`config.mk`:
```
export PLATFORM = sky130hd
export DESIGN_NAME = epcs_seq
export DESIGN_NICKNAME = d
export VERILOG_FILES = /design/src/rtl/epcs_seq.sv
export SDC_FILE = /design/constraint.sdc
export NUM_CORES = 1
export LEC_CHECK = 0
export CAP_MARGIN = 25
export CORE_MARGIN = 3
export CORE_UTILIZATION = 53
export CTS_CLUSTER_SIZE = 25
export DETAILED_ROUTE_END_ITERATION = 8
export PLACE_DENSITY = 0.91
export SYNTH_ARGS = -nofsm -noshare
export SYNTH_HDL_FRONTEND = slang
export SYNTH_SLANG_ARGS = --single-unit
```
`constraint.sdc`:
```
create_clock -name clk50 -period 4.2 [get_ports clk50]
set_clock_uncertainty 0.1 [all_clocks]
set_input_delay 0.84 -clock clk50 [delete_from_list [all_inputs] [get_ports clk50]]
set_output_delay 0.84 -clock clk50 [all_outputs]
set_load 0.01 [all_outputs]
```
`src/rtl/epcs_seq.sv`:
```
`default_nettype none
// ============================================================================
//  Module      : epcs_seq
//  Description : EPCS flash command sequencer. Expands one high-level flash
//                operation (read byte, read status, program byte, sector
//                erase) into SPI engine transactions, inserting Write Enable
//                and status polling for program/erase.
//                Optional macro SEQ_TIMEOUT_EN: abort polling after
//                TIMEOUT_POLLS polls and flag seq_err.
//  Revision    : 1.0 - initial release
// ============================================================================
module epcs_seq #(
    parameter logic [15:0] POLL_GAP      = 16'd64,
    parameter logic [23:0] TIMEOUT_POLLS = 24'd2000000
) (
    input  logic        clk50,
    input  logic        reset,
    input  logic        cmd_req,
    input  logic [1:0]  cmd_op,
    input  logic [23:0] cmd_addr,
    input  logic [7:0]  cmd_wdata,
    output logic        seq_busy,
    output logic        seq_done,
    output logic [7:0]  seq_rdata,
    output logic        seq_err,
    output logic        spi_start,
    output logic [5:0]  spi_len,
    output logic [63:0] spi_wdata,
    input  logic        spi_busy,
    input  logic [7:0]  spi_rbyte
);

    localparam logic [1:0]  OP_READ   = 2'b00;
    localparam logic [1:0]  OP_PROG   = 2'b01;
    localparam logic [1:0]  OP_ERASE  = 2'b10;
    localparam logic [1:0]  OP_STAT   = 2'b11;

    localparam logic [63:0] WREN_WORD = {8'h06, 56'd0};
    localparam logic [63:0] RDSR_WORD = {8'h05, 56'd0};

    typedef enum logic [3:0] {
        S_IDLE      = 4'd0,
        S_WREN      = 4'd1,
        S_WREN_WAIT = 4'd2,
        S_CMD       = 4'd3,
        S_CMD_WAIT  = 4'd4,
        S_GAP       = 4'd5,
        S_POLL      = 4'd6,
        S_POLL_WAIT = 4'd7,
        S_DONE      = 4'd8
    } state_t;

    state_t      state_q, state_d;
    logic [1:0]  op_q, op_d;
    logic [23:0] addr_q, addr_d;
    logic [7:0]  wdata_q, wdata_d;
    logic        seen_q, seen_d;
    logic [15:0] gap_q, gap_d;
    logic [7:0]  rdata_q, rdata_d;
    logic [5:0]  len_q, len_d;
    logic [63:0] wd_q, wd_d;

`ifdef SEQ_TIMEOUT_EN
    logic [23:0] polls_q, polls_d;
    logic        err_q, err_d;
`else
    // Timeout limit has no function in this build.
    logic [23:0] unused_timeout_polls;
    assign unused_timeout_polls = TIMEOUT_POLLS;
`endif

    // SCLK count of the main command transaction for an operation.
    function automatic logic [5:0] cmd_len(input logic [1:0] op);
        case (op)
            OP_READ:  cmd_len = 6'd40;
            OP_PROG:  cmd_len = 6'd40;
            OP_ERASE: cmd_len = 6'd32;
            default:  cmd_len = 6'd16;
        endcase
    endfunction

    // MSB-first shift word of the main command transaction.
    function automatic logic [63:0] cmd_data(input logic [1:0]  op,
                                             input logic [23:0] a,
                                             input logic [7:0]  d);
        case (op)
            OP_READ:  cmd_data = {8'h03, a, 32'd0};
            OP_PROG:  cmd_data = {8'h02, a, d, 24'd0};
            OP_ERASE: cmd_data = {8'hD8, a, 32'd0};
            default:  cmd_data = RDSR_WORD;
        endcase
    endfunction

    logic w_wait_exit;
    logic w_gap_end;
    assign w_wait_exit = seen_q && !spi_busy;
    assign w_gap_end   = ({1'b0, gap_q} + 17'd1) >= {1'b0, POLL_GAP};

    // Next-state logic; transaction words are loaded on entry to each start state.
    always_comb begin
        state_d = state_q;
        op_d    = op_q;
        addr_d  = addr_q;
        wdata_d = wdata_q;
        seen_d  = seen_q;
        gap_d   = gap_q;
        rdata_d = rdata_q;
        len_d   = len_q;
        wd_d    = wd_q;
`ifdef SEQ_TIMEOUT_EN
        polls_d = polls_q;
        err_d   = err_q;
`endif
        case (state_q)
            S_IDLE: begin
                if (cmd_req && !spi_busy) begin
                    op_d    = cmd_op;
                    addr_d  = cmd_addr;
                    wdata_d = cmd_wdata;
                    seen_d  = 1'b0;
`ifdef SEQ_TIMEOUT_EN
                    polls_d = 24'd0;
                    err_d   = 1'b0;
`endif
                    if (cmd_op == OP_PROG || cmd_op == OP_ERASE) begin
                        state_d = S_WREN;
                        len_d   = 6'd8;
                        wd_d    = WREN_WORD;
                    end else begin
                        state_d = S_CMD;
                        len_d   = cmd_len(cmd_op);
                        wd_d    = cmd_data(cmd_op, cmd_addr, cmd_wdata);
                    end
                end
            end
            S_WREN: begin
                state_d = S_WREN_WAIT;
            end
            S_WREN_WAIT: begin
                if (spi_busy) begin
                    seen_d = 1'b1;
                end
                if (w_wait_exit) begin
                    seen_d  = 1'b0;
                    state_d = S_CMD;
                    len_d   = cmd_len(op_q);
                    wd_d    = cmd_data(op_q, addr_q, wdata_q);
                end
            end
            S_CMD: begin
                state_d = S_CMD_WAIT;
            end
            S_CMD_WAIT: begin
                if (spi_busy) begin
                    seen_d = 1'b1;
                end
                if (w_wait_exit) begin
                    seen_d = 1'b0;
                    if (op_q == OP_READ || op_q == OP_STAT) begin
                        rdata_d = spi_rbyte;
                        state_d = S_DONE;
                    end else begin
                        gap_d   = 16'd0;
                        state_d = S_GAP;
                    end
                end
            end
            S_GAP: begin
                if (w_gap_end) begin
                    state_d = S_POLL;
                    len_d   = 6'd16;
                    wd_d    = RDSR_WORD;
                end else begin
                    gap_d = gap_q + 16'd1;
                end
            end
            S_POLL: begin
                state_d = S_POLL_WAIT;
`ifdef SEQ_TIMEOUT_EN
                if (polls_q != 24'hFFFFFF) begin
                    polls_d = polls_q + 24'd1;
                end
`endif
            end
            S_POLL_WAIT: begin
                if (spi_busy) begin
                    seen_d = 1'b1;
                end
                if (w_wait_exit) begin
                    seen_d  = 1'b0;
                    rdata_d = spi_rbyte;
                    if (spi_rbyte[0]) begin
                        gap_d   = 16'd0;
                        state_d = S_GAP;
`ifdef SEQ_TIMEOUT_EN
                        if (polls_q >= TIMEOUT_POLLS) begin
                            err_d   = 1'b1;
                            state_d = S_DONE;
                        end
`endif
                    end else begin
                        state_d = S_DONE;
                    end
                end
            end
            S_DONE: begin
                state_d = S_IDLE;
            end
            default: begin
                state_d = S_IDLE;
            end
        endcase
    end

    // State and datapath registers with synchronous reset.
    always_ff @(posedge clk50) begin
        if (reset) begin
            state_q <= S_IDLE;
            op_q    <= 2'd0;
            addr_q  <= 24'd0;
            wdata_q <= 8'd0;
            seen_q  <= 1'b0;
            gap_q   <= 16'd0;
            rdata_q <= 8'd0;
            len_q   <= 6'd0;
            wd_q    <= 64'd0;
`ifdef SEQ_TIMEOUT_EN
            polls_q <= 24'd0;
            err_q   <= 1'b0;
`endif
        end else begin
            state_q <= state_d;
            op_q    <= op_d;
            addr_q  <= addr_d;
            wdata_q <= wdata_d;
            seen_q  <= seen_d;
            gap_q   <= gap_d;
            rdata_q <= rdata_d;
            len_q   <= len_d;
            wd_q    <= wd_d;
`ifdef SEQ_TIMEOUT_EN
            polls_q <= polls_d;
            err_q   <= err_d;
`endif
        end
    end

    // Start states last exactly one cycle, so spi_start can never be high twice in a row.
    assign spi_start = (state_q == S_WREN) || (state_q == S_CMD) || (state_q == S_POLL);
    assign seq_busy  = (state_q != S_IDLE);
    assign seq_done  = (state_q == S_DONE);
    assign seq_rdata = rdata_q;
    assign spi_len   = len_q;
    assign spi_wdata = wd_q;
`ifdef SEQ_TIMEOUT_EN
    assign seq_err   = err_q;
`else
    assign seq_err   = 1'b0;
`endif

endmodule
`default_nettype wire

```
==> results of run 1 <==
## stage by stage
| step | power, µW | hold slack (ns) | setup slack [ns] |
|---|---|---|---|
| 6_report | 2710 | 0.360 | 1.11 |
| 3_3_place_gp | 2100 | 0.341 | 1.07 |
| 2_1_floorplan | 1790 | 0.336 | 1.60 |
| 4_1_cts | 2720 | 0.360 | 1.11 |
| 3_5_place_dp | 2130 | 0.346 | 0.882 |
| 5_1_grt | 2860 | 0.372 | 0.944 |
## cells by family after synthesis
family	Yosys count	share of synthesized area, %
and+or+nand+nor	207	20.7
AOI/OAI and AO/OA	146	20.6
DFF	101	41.6
buffers and inverters	83	9.47
muxes	17	3.52
adders and majority gates	14	3.55
xor gates and xnor gates	3	0.540
other	1	0.0771
## metal layers
| layer | part of all wire (%) | wire length (µm) |
|---|---|---|
| met3 | 7.4 | 895 |
| met2 | 49 | 5930 |
| met4 | 1.9 | 231 |
| met1 | 42 | 5020 |
| met5 | 0 | 0 |
## area by class of cell
cell class / instances / share of cell area, %
Clock inverter: 7 / 1.08
Timing Repair Buffer: 103 / 17.2
Tap cell: 108 / 2.29
Clock buffer: 9 / 2.10
Sequential cell: 101 / 34.2
Inverter: 13 / 0.826
Antenna cell: 1 / 0.0423
Multi-Input combinational cell: 416 / 42.3
## cell usage after synthesis (all sizes together) (8+ instances only)
master  count  area, µm²
nor2       26       97.6
clkbuf     29        109
buf        41        303
mux2i      16        160
nor3       49        262
a22oi      34        255
o21ai       8       40.0
a211oi     38        298
a21oi      44        224
and2       17        106
inv        13       48.8
ha         13        163
dfxtp     101       2020
nand2      86        333
## flip-flops by register name (all words and copies together) (netlist names)
register,count
seen_q,1
op_q,2
spi_len,3
seq_rdata,8
gap_q,16
wdata_q,8
spi_wdata,35
state_q,4
addr_q,24
## worst register-to-register path, cell delays in order, from the launching register on
cell,delay [ns]
dfxtp_1,0.48
nand4_2,0.22
nor4_2,0.37
mux2i_1,0.38
nor3_4,0.13
a21oi_4,0.83
nor3_1,0.16
a211oi_1,0.26
## worst max-delay path by stage
stage	startpoint	slack, ns	cells after the start	to
4_1_cts	state_q[2]$_SDFFE_PP0P_	1.11	4	seq_busy
2_1_floorplan	cmd_op[0]	1.60	7	spi_wdata[32]$_SDFFE_PP0P_
6_report	state_q[2]$_SDFFE_PP0P_	1.11	4	seq_busy
3_3_place_gp	cmd_op[0]	1.07	8	spi_wdata[32]$_SDFFE_PP0P_
3_5_place_dp	cmd_op[0]	0.88	8	spi_wdata[44]$_SDFFE_PP0P_
5_1_grt	gap_q[2]$_SDFFE_PP0P_	0.94	7	spi_wdata[55]$_SDFFE_PP0P_
## power breakdown
group / switching [µW] / total [µW] / internal, µW
combinational: 495 / 925 / 431
clock: 361 / 590 / 229
sequential: 109 / 1200 / 1090
==> results.toml, run 1 <==
[outcome]
status = "finished clean"

[final_layout]
syn2layout_area_growth_pct = 21.5
register_area_mm2 = 0.00202
multi_input_area_mm2 = 0.00250
stdcell_area_mm2 = 0.00591
layout.cells.non_filler = 758
drive_gt1_share_pct = 5.55
layout_common_cells = "dfxtp_1 (101), clkdlybuf4s50_1 (97), nand2_1 (84)"
fin_util_pct = 67.1
final_common_cell = "dfxtp_1"
fillers = 733
nNetsFinal = 703

[worst_setup_path]
worstPathRequired_ns = 3.26
worst-path-buf-inv = 2
ff2ff_path_depth = 7
critPathMaxStageDelay_ns = 0.50
cp-end-kind = "output port"
worst_setup_path_start_kind = "flop"
critPathSlowestCell = "or3_1"
r2r-start = "gap_q[5]$_SDFFE_PP0P_"
cp_max_fo = 13
crit_family = "simple AND/OR/NAND/NOR gates"
cp.arrival_ns = 2.15
r2r_end = "spi_wdata[52]$_SDFFE_PP0P_"
reg2reg_slack_ns = 1.17
crit_type = "flop to output port"
critical_path.cell_chain = "or3_1 -> nor2_1 -> inv_1 -> clkdlybuf4s50_1"

[global_route]
grtUsageMet3_pct = 5.92
antenna_found_initial = 0
grt_use_met2_pct = 39.3
grt_max_degree = 95
overflow = 0
grtUsageTotal_pct = 23.4
grt_pass1_wl_mm = 19.5
busiest_layer = "met2"
grt_pass1_vias = 4201
grt_util_met1_pct = 28.4

[drt]
viasPerCell = 5.82
first_pass_iters = 5
dr.first_iter.drc_count = 234
routedWlPerCell_um = 15.9
via_count = 4411
ant_nets = 0
wirelength_mm = 12.1
drc = 0

[cts]
cts_buffer_depth = 2
htreeDepth = 3
cts_root_buf = "clkbuf_8"
cts_buffers = 9
cts.sinks = 101
cts_tree = "done"
cts_resized = 0
post-cts-setup-buffer-count = 0
ctsHoldBuffers = 0
clk_latency_ns = 0.38
clkTransAtPathRegs_ns = 0.10

[place]
dp_hpwl_mm = 8.17
dp.cells = 741
globalplace.congestion = 0.879
port_buffers = 98
place_area_mm2 = 0.00572

[timing]
post-route-period-util_pct = 73.6
hold_viol_final = 0
setup_viol = 0
min_period_ns = 3.09
grt_setup_unrepaired = "no"
setup_tns_ns = 0
tightest_slew_ns = 1.04
fmax_ghz = 0.323
relSlewSlack_pct = 30.4
drv_slew = 0

[power_and_ir_drop]
pwr_density_cell_mw_per_mm2 = 459
p_leak_uw = 0.00213
irDropWorstVdd_mv = 0.268

[logic_synthesis]
yosysSeqAreaShare_pct = 41.6
syn_area_mm2 = 0.00486
synthCells = 572
yosysUniqueCellTypes = 52
ys.flop_type = "dfxtp_1"
synth_edf_count = 0
ys_warn_count = 0
synthArstFlopShare_pct = 0
ys_ff_latch = 101
synth.avg_cell_area_um2 = 8.50

[floorplan]
die_width_um = 102
io_pins = 128
rows = 34
core_mm2 = 0.00881
start_util_pct = 55.2
die_y_um = 102
dieArea_mm2 = 0.0104

[hold_path]
min_path_type = "flop to flop"
min_to = "addr_q[19]$_SDFFE_PP0P_"
hold_path_startpoint = "addr_q[19]$_SDFFE_PP0P_"
min_path_cells = 2

[flow_run]
max_cap_viol_count = 0
No activity file was read; power rests on OpenSTA's default activity.
==> run 2, diff against run 1 <==
Settings changed: CORE_UTILIZATION 53 to 49, PLACE_DENSITY 0.91 to 0.85.
Clock period 4.2 ns to 3.2 ns, I/O delays scaled along.
==> results.toml, run 2 (synthesis results as in run 1) <==
[outcome]
status = "finished clean"

[timing]
setup_ws_ns = 0.275
post-route-period-util_pct = 91.4
fmax_ghz = 0.342
hold_viol_final = 0
drv_slew = 0
setup_tns_ns = 0
relSlewSlack_pct = 33.3
grt_setup_unrepaired = "no"
min_period_ns = 2.93
setup_viol = 0
tightest_slew_ns = 0.998

[power_and_ir_drop]
pwr-share-clk_pct = 24.2
power_frac_seq_pct = 42.5
pwr_density_cell_mw_per_mm2 = 617
irDropWorstVdd_mv = 0.418
p_int_uw = 2460
switching_share_pct = 33.8
p_sw_uw = 1260
p_leak_uw = 0.00217
combPwrFrac_pct = 33.3

[worst_setup_path]
cp-end-kind = "flop"
worstPathRequired_ns = 3.41
crit_type = "flop to flop"
worst_setup_path_start_kind = "flop"
cp.arrival_ns = 3.13
critPathSlowestCell = "a21oi_4"
crit_family = "compound AO/OA/AOI/OAI gates"
critPathMaxStageDelay_ns = 0.80
worst-path-buf-inv = 0
cp_max_fo = 37
critical_path.cell_chain = "nand4_2 -> nor4_2 -> mux2i_1 -> a211oi_4 -> a21oi_4 -> o21ai_0 -> a21oi_1"

[global_route]
overflow = 0
grt_pass1_vias = 4470
antenna_found_initial = 1
grtUsageTotal_pct = 22.4
grt_pass1_wl_mm = 20.5
grt_max_degree = 43

[final_layout]
drive_gt1_share_pct = 5.98
n_antenna_cell = 0
final_common_cell = "dfxtp_1"
largest_reg_flops = 35
layout.cells.non_filler = 781
stdcell_area_mm2 = 0.00602
syn2layout_area_growth_pct = 23.7
nNetsFinal = 707
fin_util_pct = 63.6
layout_common_cells = "dfxtp_1 (101), clkdlybuf4s50_1 (97), nand2_1 (84)"

[floorplan]
die_y_um = 106
dieArea_mm2 = 0.0112
io_pins = 128
rows = 35
start_util_pct = 51.4
core_mm2 = 0.00946
die_width_um = 106

[place]
port_buffers = 98
dp_hpwl_mm = 8.55
place_area_mm2 = 0.00579
dp.cells = 765
dpl_worst_slack_ns = 0.125
globalplace.congestion = 0.862

[drt]
drc = 0
routedWlPerCell_um = 16.0
wirelength_mm = 12.5
ant_nets = 0
dr.first_iter.drc_count = 342
via_count = 4527
first_pass_iters = 6
viasPerCell = 5.80

[cts]
htreeDepth = 3
cts_buffer_depth = 2
cts_buffers = 9
cts_tree = "done"
clkTransAtPathRegs_ns = 0.10
cts_root_buf = "clkbuf_8"
clk_latency_ns = 0.37
cts.sinks = 101
ctsHoldBuffers = 0
post-cts-setup-buffer-count = 0
cts_resized = 0

[flow_run]
max_cap_viol_count = 0

[hold_path]
min_path_type = "flop to flop"
[run 2: power by group through the flow]
stage                     combinational (µW)  clock (µW)  sequential (µW)
after CTS                               1230         909             1580
after detailed placement                1230           0             1600
after global placement                  1180           0             1590
after global routing                    1350         975             1600
final                                   1240         898             1580
after floorplan                          754           0             1600
[run 2: worst reg2reg max path: stages, from the launching register on]
cell	delay, ns
dfxtp_1	0.46
nand4_2	0.22
nor4_2	0.36
mux2i_1	0.37
a211oi_4	0.11
a21oi_4	0.80
o21ai_0	0.26
a21oi_1	0.19
[run 2: metrics by stage]
| stage | power (µW) | hold slack (ns) |
|---|---|---|
| 2_1_floorplan | 2350 | 0.336 |
| 3_3_place_gp | 2780 | 0.342 |
| 3_5_place_dp | 2830 | 0.347 |
| 4_1_cts | 3720 | 0.361 |
| 5_1_grt | 3930 | 0.376 |
| 6_report | 3710 | 0.359 |
[run 2: path summary, 6_finish.rpt]
check	start	endpoint	slack, ns	cells past startpoint
worst min register to register	addr_q[18]$_SDFFE_PP0P_	addr_q[18]$_SDFFE_PP0P_	0.36	2
worst max register to register	gap_q[5]$_SDFFE_PP0P_	gap_q[1]$_SDFFE_PP0P_	0.27	7
worst max-delay path	gap_q[5]$_SDFFE_PP0P_	gap_q[1]$_SDFFE_PP0P_	0.27	7
worst min-delay path	addr_q[18]$_SDFFE_PP0P_	addr_q[18]$_SDFFE_PP0P_	0.36	2
[run 2: routing by layer]
metal,track usage (%),part of all wire [%],up-vias
met3,6.92,8.6,36
met1,25.1,38,2143
li1,-,-,2126
met2,39.5,51,220
met5,0,0.10,-
met4,8.79,2.4,2
[run 2: area by class of cell]
class | instances | area, µm²
Fill cell | 802 | 3440
Timing Repair Buffer | 107 | 1060
Multi-Input combinational cell | 416 | 2510
Inverter | 13 | 48.8
Clock buffer | 9 | 124
Clock inverter | 6 | 95.1
Sequential cell | 101 | 2020
Tap cell | 129 | 161
==> run 3, diff against run 2 <==
Settings changed: ABC_AREA set to 1, CORE_UTILIZATION 49 to 46, PLACE_DENSITY 0.85 to 0.82.
Clock period 3.2 ns to 2.4 ns, I/O delays scaled along.
==> results.toml, run 3 <==
[timing]
setup_ws_ns = 0.134
drv_slew = 0
setup_viol = 0
post-route-period-util_pct = 94.4
relSlewSlack_pct = 63.0
min_period_ns = 2.27
hold_viol_final = 0
tightest_slew_ns = 0.553
grt_setup_unrepaired = "no"
fmax_ghz = 0.441
setup_tns_ns = 0

[floorplan]
die_y_um = 116
core_mm2 = 0.0116
start_util_pct = 47.7
die_width_um = 116
rows = 39
io_pins = 128
dieArea_mm2 = 0.0133

[cts]
cts_buffers = 9
clk_latency_ns = 0.34
ctsHoldBuffers = 0
cts_buffer_depth = 2
htreeDepth = 3
cts_root_buf = "clkbuf_16"
clkTransAtPathRegs_ns = 0.07
cts_tree = "done"
cts.sinks = 101

[power_and_ir_drop]
pwr_density_cell_mw_per_mm2 = 1140
p_leak_uw = 0.00308
irDropWorstVdd_mv = 0.560

[logic_synthesis]
synthArstFlopShare_pct = 0
yosysUniqueCellTypes = 32
synth_common_cells = "nand2_1 (165), nor2_1 (157), inv_1 (112)"
synth.avg_cell_area_um2 = 6.57
netlist.area_leader.share_pct = 36.6
synthCells = 840
yosysMostFrequentCell = "nand2_1"
yosysSeqAreaShare_pct = 36.6
synth_top_area_cell = "dfxtp_1"
synth_edf_count = 0
ys_warn_count = 0
ys.flop_type = "dfxtp_1"
yosys-top-cells-area = "dfxtp_1 (37%), nand2_1 (11%), nor2_1 (11%)"
syn_area_mm2 = 0.00552
ys_ff_latch = 101

[worst_setup_path]
cp-end-kind = "output port"
worst_setup_path_start_kind = "flop"
worstPathRequired_ns = 1.82
cp.arrival_ns = 1.69
reg2reg_slack_ns = 0.15
crit_type = "flop to output port"
cp_max_fo = 5

[global_route]
grt_pass1_vias = 4761
grt_max_degree = 86
grtUsageTotal_pct = 20.5
overflow = 0
grt_pass1_wl_mm = 22.4
antenna_found_initial = 0

[final_layout]
largest_reg_flops = 35
n_antenna_cell = 0
final_common_cell = "nand2_1"
syn2layout_area_growth_pct = 26.6
nNetsFinal = 993
layout_common_cells = "nand2_1 (165), nor2_1 (153), inv_1 (110)"
drive_gt1_share_pct = 7.46

[drt]
drc = 0
viasPerCell = 4.94
routedWlPerCell_um = 12.8
dr.first_iter.drc_count = 399
via_count = 5345
wirelength_mm = 13.8
first_pass_iters = 5
ant_nets = 0

[outcome]
status = "finished clean"

[place]
dpl_worst_slack_ns = -0.438
globalplace.congestion = 0.924
port_buffers = 98
dp_hpwl_mm = 9.21

[flow_run]
max_cap_viol_count = 0

[hold_path]
min_path_type = "flop to flop"
==> run 3: changes by cell type after synthesis, sizes merged, moves of 32 or more <==
| cell | before | now |
|---|---|---|
| a211oi | 38 | 1 |
| a21oi | 44 | 12 |
| inv | 13 | 115 |
| nand2 | 86 | 166 |
| nand4 | 5 | 49 |
| nor2 | 26 | 164 |
| nor3 | 49 | 6 |
| o21ai | 8 | 60 |
==> run 3: power breakdown <==
part | switching [µW] | internal [µW] | total (µW)
combinational | 2270 | 1800 | 4060
sequential | 255 | 2150 | 2400
clock | 669 | 847 | 1520
total | 3190 | 4790 | 7980
==> run 3: logic make-up after synthesis <==
logic type	share of synthesized area (%)
and+or+nand+nor	31.8
xor gates and xnor gates	0.794
other	0.0680
DFF	36.6
AOI/OAI and AO/OA	10.5
buffers and inverters	17.3
adders and majority gates	2.95
==> run 3: worst max-delay path: stages (launching register included) <==
cell	delay, ns
dfxtp_2	0.34
nor2_1	0.13
inv_1	0.11
nor2_2	0.16
inv_1	0.11
clkdlybuf4s50_1	0.49
==> run 3: cell type report <==
cell class | count | area [µm²]
Clock buffer | 10 | 239
Clock inverter | 5 | 66.3
Fill cell | 1072 | 4580
Inverter | 134 | 507
Multi-Input combinational cell | 560 | 2700
Sequential cell | 101 | 2020
Tap cell | 143 | 179
Timing Repair Buffer | 128 | 1270
==> run 3: what timing repair did <==
item / CTS / global route
endpoints found under the setup margin: 24 / 49
resized for setup: 2 / 10
pin swaps: 1 / 2
buffers inserted: 0 / 1
gates cloned: 1 / 0
==> run 3: path summary, 6_finish.rpt <==
| path | startpoint | to | depth (start not counted) |
|---|---|---|---|
| max | state_q[2]$_SDFFE_PP0P_ | seq_busy | 5 |
| min | gap_q[14]$_SDFFE_PP0P_ | gap_q[14]$_SDFFE_PP0P_ | 2 |
| max reg2reg | gap_q[0]$_SDFFE_PP0P_ | spi_wdata[54]$_SDFFE_PP0P_ | 13 |
| min reg2reg | gap_q[14]$_SDFFE_PP0P_ | gap_q[14]$_SDFFE_PP0P_ | 2 |
==> run 3: through the flow <==
stage	cells	power, µW	hold WS [ns]	utilization [%]	instance area [µm²]
after global placement	1064	6360	0.348	57.1	6610
final	1081	7980	0.377	60.4	6980
after floorplan	868	5050	0.330	-	5620
after CTS	1080	8000	0.383	59.9	6930
after detailed placement	1064	6430	0.352	57.1	6610
after global routing	1081	8680	0.404	60.4	6980
==> run 3: layer usage <==
layer	routed length [µm]	part of all wire (%)	track usage, %	vias up
met3	783	5.7	3.24	12
met2	6580	48	33.8	174
met1	6280	45	27.7	2403
met4	168	1.2	6.49	0
met5	0	0	0	-
li1	-	-	-	2756
